<file path="config.mk">
export PLATFORM = sky130hd
export DESIGN_NAME = tilt_zone_filter
export DESIGN_NICKNAME = d
export VERILOG_FILES = /design/src/rtl/tilt_zone_filter.sv
export SDC_FILE = /design/constraint.sdc
export NUM_CORES = 1
export LEC_CHECK = 0
export CORE_MARGIN = 3
export CORE_UTILIZATION = 35
export DETAILED_ROUTE_END_ITERATION = 10
export DONT_BUFFER_PORTS = 1
export GPL_ROUTABILITY_DRIVEN = 1
export GPL_TIMING_DRIVEN = 0
export PLACE_DENSITY = 0.48
export RECOVER_POWER = 50
export SYNTH_ARGS = -nofsm -noshare
export SYNTH_HDL_FRONTEND = slang
export SYNTH_SLANG_ARGS = --single-unit
</file>
<file path="constraint.sdc">
create_clock -name sys_clk -period 4.55 [get_ports sys_clk]
set_input_delay 0.91 -clock sys_clk [delete_from_list [all_inputs] [get_ports sys_clk]]
set_output_delay 0.91 -clock sys_clk [all_outputs]
set_load 0.02 [all_outputs]
</file>
<file path="src/rtl/tilt_zone_filter.sv">
// rtl/tilt_zone_filter.sv - multi-channel five-zone tilt classifier with hysteresis and debounce
module tilt_zone_filter #(
  parameter int WIDTH    = 13,
  parameter int CHANNELS = 2,
  parameter int T_VLOW   = 150,
  parameter int T_LOW    = 1000,
  parameter int T_HIGH   = 2000,
  parameter int T_VHIGH  = 3000,
  parameter int HYST     = 50,
  parameter int STABLE   = 4
) (
  input  logic                      sys_clk,
  input  logic                      Reset,
  input  logic                      sample_valid,
  input  logic [CHANNELS*WIDTH-1:0] sample,
  input  logic                      pickMode,
  output logic [CHANNELS*3-1:0]     dir,
  output logic [CHANNELS*3-1:0]     LRdir,
  output logic                      dir_valid,
  output logic [CHANNELS-1:0]       changed
);

  localparam int CW   = $clog2(STABLE + 1);
  localparam int MAXI = (1 << WIDTH) - 1;

  typedef logic [WIDTH:0] ext_t;

  // Bounds are resolved at elaboration in integer math, so widening never wraps.
  function automatic ext_t widen_lo(input int lo);
    return ext_t'((lo >= HYST) ? (lo - HYST) : 0);
  endfunction

  function automatic ext_t widen_hi(input int hi);
    return ext_t'((hi + HYST > MAXI) ? MAXI : (hi + HYST));
  endfunction

  function automatic logic [2:0] raw_zone(input ext_t s);
    if (s < ext_t'(T_VLOW))        return 3'd3;
    else if (s <= ext_t'(T_LOW))   return 3'd2;
    else if (s < ext_t'(T_HIGH))   return 3'd0;
    else if (s <= ext_t'(T_VHIGH)) return 3'd1;
    else                           return 3'd4;
  endfunction

  function automatic logic [2:0] candidate(input ext_t s, input logic [2:0] cz, input logic mode);
    ext_t lo_w;
    ext_t hi_w;
    logic [2:0] c;
    case (cz)
      3'd0:    begin lo_w = widen_lo(T_LOW + 1);   hi_w = widen_hi(T_HIGH - 1); end
      3'd1:    begin lo_w = widen_lo(T_HIGH);      hi_w = widen_hi(T_VHIGH);    end
      3'd2:    begin lo_w = widen_lo(T_VLOW);      hi_w = widen_hi(T_LOW);      end
      3'd3:    begin lo_w = widen_lo(0);           hi_w = widen_hi(T_VLOW - 1); end
      default: begin lo_w = widen_lo(T_VHIGH + 1); hi_w = widen_hi(MAXI);       end
    endcase
    c = (s >= lo_w && s <= hi_w) ? cz : raw_zone(s);
    if (mode && (c == 3'd2 || c == 3'd3)) c = 3'd0;
    return c;
  endfunction

  function automatic logic [2:0] lr_code(input logic [2:0] cz);
    case (cz)
      3'd1:    return 3'd1;
      3'd4:    return 3'd2;
      default: return 3'd0;
    endcase
  endfunction

  logic [2:0]    committed   [CHANNELS];
  logic [2:0]    pend        [CHANNELS];
  logic [CW-1:0] cnt         [CHANNELS];
  logic [2:0]    committed_n [CHANNELS];
  logic [2:0]    pend_n      [CHANNELS];
  logic [CW-1:0] cnt_n       [CHANNELS];
  logic [2:0]    cand        [CHANNELS];
  logic [CHANNELS-1:0]   chg_n;
  logic [CHANNELS*3-1:0] lr_n;

  always_comb begin
    chg_n = '0;
    lr_n  = '0;
    for (int i = 0; i < CHANNELS; i++) begin
      cand[i]        = candidate({1'b0, sample[i*WIDTH +: WIDTH]}, committed[i], pickMode);
      committed_n[i] = committed[i];
      pend_n[i]      = pend[i];
      cnt_n[i]       = cnt[i];
      if (cand[i] == committed[i]) begin
        pend_n[i] = committed[i];
        cnt_n[i]  = '0;
      end else if (cand[i] == pend[i]) begin
        cnt_n[i] = cnt[i] + CW'(1);
      end else begin
        pend_n[i] = cand[i];
        cnt_n[i]  = CW'(1);
      end
      if (cnt_n[i] == CW'(STABLE)) begin
        committed_n[i] = cand[i];
        cnt_n[i]       = '0;
        chg_n[i]       = 1'b1;
      end
      lr_n[i*3 +: 3] = lr_code(committed_n[i]);
    end
  end

  always_ff @(posedge sys_clk) begin
    if (Reset) begin
      dir_valid <= 1'b0;
      changed   <= '0;
      LRdir     <= '0;
      for (int i = 0; i < CHANNELS; i++) begin
        committed[i] <= 3'd0;
        pend[i]      <= 3'd0;
        cnt[i]       <= '0;
      end
    end else begin
      dir_valid <= sample_valid;
      changed   <= sample_valid ? chg_n : '0;
      if (sample_valid) begin
        LRdir <= lr_n;
        for (int i = 0; i < CHANNELS; i++) begin
          committed[i] <= committed_n[i];
          pend[i]      <= pend_n[i];
          cnt[i]       <= cnt_n[i];
        end
      end
    end
  end

  // The committed registers are the dir outputs themselves.
  always_comb begin
    dir = '0;
    for (int i = 0; i < CHANNELS; i++) dir[i*3 +: 3] = committed[i];
  end

endmodule

</file>
== Word level (Yosys, flattened, before mapping) ==
Memory sizes are Yosys's and may differ from the RTL's.
Index checks and enable logic that the tools add are counted.

* Flip-flop bits (word level): 9
* Memory bits (writable): 18
* Input bits: 30
* Output and inout port bits: 15
* Logic and storage cells: 99
* Memories: 3

{| class="wikitable"
|+ Memories
! name !! words !! width !! read ports !! clocked after memory_dff !! wr ports !! RTL line !! text
|-
| cnt || 2 || 3 || 2 || 0 || 2 || 71 || <nowiki>logic [CW-1:0] cnt [CHANNELS];</nowiki>
|-
| committed || 2 || 3 || 2 || 0 || 2 || 69 || <nowiki>logic [2:0] committed [CHANNELS];</nowiki>
|-
| pend || 2 || 3 || 2 || 0 || 2 || 70 || <nowiki>logic [2:0] pend [CHANNELS];</nowiki>
|}

* Add/sub/neg operators: 2
* $lt $le $gt $ge: 12
* Equality and inequality tests: 20
* Mux-type cells: 43
* Bitwise operators: 7
* Reduce and logical (&&, ||, !) cells: 9

{| class="wikitable"
|+ Operators with widths
! cell !! count
|-
| one-hot mux 13 bit (4 select lines) || 2
|-
| one-hot mux 12 bit (4 select lines) || 2
|-
| two-way mux 3 bit || 30
|-
| >= comparator 13 x 14 -> 1 bit || 2
|-
| less-or-equal comparator 13 x 14 -> 1 bit || 2
|-
| less-or-equal comparator 13 x 10 -> 1 bit, second input constant || 2
|-
| less-or-equal comparator 13 x 12 -> 1 bit, second input constant || 2
|-
| < comparator 13 x 11 -> 1 bit, second input constant || 2
|-
| < comparator 13 x 8 -> 1 bit, second input constant || 2
|-
| == test 3 x 2 -> 1 bit, second input constant || 8
|-
| == test 3 x 1 -> 1 bit, second input constant || 4
|-
| == test 3 bit || 4
|-
| == test 3 bit, second input constant || 4
|-
| one-hot mux 2 bit (2 select lines) || 2
|-
| two-way mux 1 bit || 7
|-
| adder 3 x 1 -> 3 bit, second input constant || 2
|-
| logical NOT 3 bit || 2
|-
| bitwise OR 1 bit || 6
|-
| logical AND 1 bit || 4
|-
| logical OR 1 bit || 2
|-
| OR reduction 2 bit || 1
|-
| NOT 1 bit || 1
|}

== Depth between registers and ports, before layout ==
* Depth after elaboration: 17
* Depth in mapped cells: 17
* Gate-level depth less buffers: 16

== Least setup slack after synthesis ==
OpenSTA, ideal clock, no wires.

* Kind: reg2reg
* From: memory committed[0][1]
* To: memory cnt[0][2] in the netlist's numbering, data pin
* Library setup time: 256 ps
* Data arrival time: 3860 ps
* Data required time: 4294 ps
* Path slack: 434 ps
* Cell stages (with the launch flop): 17
* Buffers on the path: 1
* Clock period less this slack: 4116 ps
* Path through: edfxtp_1 -> clkbuf_1 -> nor2b_1 -> nand2_1 -> and2_1 -> ha_1 -> nor2b_1 -> o21a_1 -> o21a_1 -> o221ai_1 -> a211oi_1 -> nor2_1 -> o21bai_2 -> mux2i_1 -> xor2_1 -> nor4b_4 -> and4b_1

{| class="wikitable"
|+ RTL lines
! element !! RTL line
|-
| start: declaration || 69
|-
| end: declaration || 71
|}

==> flow_summary.toml <==
[status]
run_status = "complete, no violations"

[yosys]
synth_edf_count = 18
yosys-top-cells-area = "ha_1, edfxtp_1, dfxtp_1"
yosysTopAreaCell = "ha_1"
synth_compound_area_frac = 0.2638
synthAdderAreaFrac = 0.1769
synthFlopType = "edfxtp_1"
yosys.area_share.simple = 0.2419
syn_inst = 389
yosys_warnings = 0
synth_xor_xnor_area_share = 0.02910
yosys.area.top_type_share = 0.1738
ys_seq_area_frac = 0.2056
async_flop_share = 0
synth_area_per_cell_um2 = 8.511
syn_area_um2 = 3311
ys_seq_elements = 25
synth_mux_area_frac = 0.04006
ys_types = 80
synth_top_family_by_area = "compound AO/OA/AOI/OAI gates"

[power]
p_leak_uw = 0.001544
p_per_area_nw_per_um2 = 212.6
power.switching_uw = 299.9
combPwrFrac = 0.471
seqPwrFrac = 0.363
p_sw_frac = 0.3845
ir_drop_v = 0.0002243
intPower_uw = 480.1
p_clk_frac = 0.166

[routing]
route.detailed.drc = 0
drtIter0Drc = 121
vias_per_cell = 5.896
ant_nets = 0
dr_wl_met2_mm = 3.920
vias = 3007
dr.pass1.iters = 4
wl_met1_mm = 4.480
routed_wl_mm = 8.901
wl_met3_um = 430
drt-wirelength-per-cell_um = 17.45
highest_layer = "met4"

[placement]
dp_hpwl_mm = 7.115
routabilityCongestion = 0.8269
io_buffers = 0
placed_cell_area_um2 = 3450
place_ws_ps = -682.3

[global_route]
antenna_found_initial = 0
grt_max_degree = 15
track_usage = 0.1690
overflow = 0
grt_pass1_wl_mm = 14.59
grt_pass1_vias = 2925

[die]
die_h_um = 103.3
start_util = 0.3706
dieArea_um2 = 10660
num_rows = 34
die_w_um = 103.3
core_area_um2 = 8934
ioPinCount = 45

[setup_path]
end_kind = "flip-flop"
arrival_ps = 4340
crit_slowest_cell = "edfxtp_1"
setup.worst_path.start = "committed[0][4]"
crit_top_cell = "and3_1"
timing.rr.end = "committed[0][5]"
cp_cell_sequence = "clkbuf_4, nor2b_4, and2_1, or2_2, ha_1, nand4_1, a211o_1, and4b_1, a311oi_4, o21a_1, and3_1, a211o_1, and3_1, buf_4, and3_1, a31o_1"
crit_path_max_incr_delay_ps = 530
worstRegToRegCells = 16
rr_startpoint = "committed[0][4]"
critPathMaxFanout = 10
start_kind = "flip-flop"
reg2reg_slack_ps = 230
worstPathRequired_ps = 4580
setup.worst_path.end = "committed[0][5]"
crit_type = "reg -> reg"

[finish]
drive_above_1_share = 0.1468
antenna_cells = 0
final_nets = 479
area_delta_synth_final_pct = 10.85
final_area_um2 = 3670

[clock_tree]
cts_tree = "built"
max-clock-path-buffers = 2
cts_buffers = 3
cts_sinks = 25
cts_max_level = 1
clk_latency_ps = 270
cts-root-buf = "clkbuf_8"
clkTransAtPathRegs_ps = 80
ctsHoldBuffers = 0

[timing]
hold_violations = 0
holdWs_ps = 642.3
worst_slack_ps = 234.7
max_slew_margin = 0.5745
finClkSkew_ps = 4.652
setup_viol = 0
timing.fmax_ghz = 0.2317
drv_slew = 0
worst_slew_pin_slew_ps = 633.4
period_share = 0.9484
finalCriticalPeriod_ps = 4315

[min_path]
hold_path_class = "reg -> reg"

[flow_run]
maxCapViolCount = 0
how the worst min path moves through the flow:
stage | start | end | slack [ps] | depth (start not counted)
after floorplan | cnt[0][3] | cnt[0][3] | 570 | 1
after global placement | cnt[0][0] | cnt[0][0] | 620 | 1
after detailed placement | cnt[0][3] | cnt[0][3] | 610 | 1
after CTS | cnt[0][3] | cnt[0][3] | 630 | 1
after global routing | cnt[0][3] | cnt[0][3] | 670 | 1
final | cnt[0][3] | cnt[0][3] | 640 | 1
power groups by stage:
stage	Combinational (uW)	Clock (uW)	Sequential, uW
after floorplan	271	0	284
after global placement	334	0	288
after detailed placement	339	0	288
after CTS	345	137	283
after global routing	415	142	286
final	367	130	283
timing repair:
| action | in CTS | in global routing |
|---|---|---|
| endpoints found under the setup margin | 24 | 24 |
| buffers inserted | 0 | 8 |
| resized for setup | 8 | 19 |
| pin swaps | 1 | 5 |
cell usage after synthesis (all sizes together) (3+ instances only):
cell,number
a211o,6
a211oi,9
a21o,12
a21oi,21
a31o,3
a31oi,5
a32oi,3
and2,9
and3,7
buf,6
clkbuf,8
dfxtp,7
edfxtp,18
ha,46
inv,18
mux2i,11
nand2,32
nand2b,3
nand3,10
nor2,35
nor2b,9
nor3,11
nor4,3
o2111ai,5
o211ai,3
o21a,8
o21ai,13
o31a,4
or2,6
xnor2,6
xor2,5
per-layer routing:
metal,GRT usage,vias up
li1,-,1510
met1,0.2464,1426
met2,0.2684,66
met3,0.02012,5
met4,0.03586,0
met5,0,-
area by class of cell:
type | count | area [um2]
Multi-Input combinational cell | 332 | 2596
Clock inverter | 1 | 5.005
Tap cell | 108 | 135.1
Buffer | 14 | 80.08
Inverter | 19 | 71.32
Fill cell | 941 | 5264
Clock buffer | 3 | 41.29
Sequential cell | 25 | 680.7
Timing Repair Buffer | 8 | 60.06
cell families after synthesis:
logic type | count (synthesis)
fa+ha+maj | 47
mux | 13
buf+inv | 33
flops | 25
other cells | 1
xor+xnor | 11
simple gates | 144
compound gates | 115
critical path, delay by kind of cell (launching register included):
kind | cells | cell delay (ps)
fa+ha+maj | 1 | 290
flops | 1 | 530
simple gates | 8 | 1720
buf+inv | 2 | 420
compound gates | 5 | 1110
flip-flops by register name, indices dropped and copies added (netlist names):
signal     count
dir_valid      1
cnt            6
LRdir          4
committed      6
changed        2
pend           6
through the flow:
stage	TNS [ps]	util	total power, uW	std cells
floorplan	0	-	555.2	390
detailed placement	-8979	0.3861	626.7	498
global placement	-8855	0.3861	621.2	498
global route	-80.96	0.4108	842.4	510
finish	0	0.4108	780.0	510
CTS	0	0.3943	764.4	502
layout by cell type, fill, tap and decap left out, types with 4 or more instances in the layout:
cell type	instances
a211o_1	6
a211oi_1	7
a21o_1	12
a21oi_1	19
a31oi_1	4
and2_1	9
and3_1	7
buf_4	11
clkbuf_1	5
dfxtp_1	7
edfxtp_1	18
ha_1	46
inv_1	18
mux2i_1	10
nand2_1	31
nand3_1	9
nor2_1	33
nor2b_1	6
nor3_1	10
o2111ai_1	4
o21a_1	8
o21ai_0	13
o31a_1	4
or2_2	6
xnor2_1	6
xor2_1	4
Note: power is estimated with default switching activity, not from simulation.
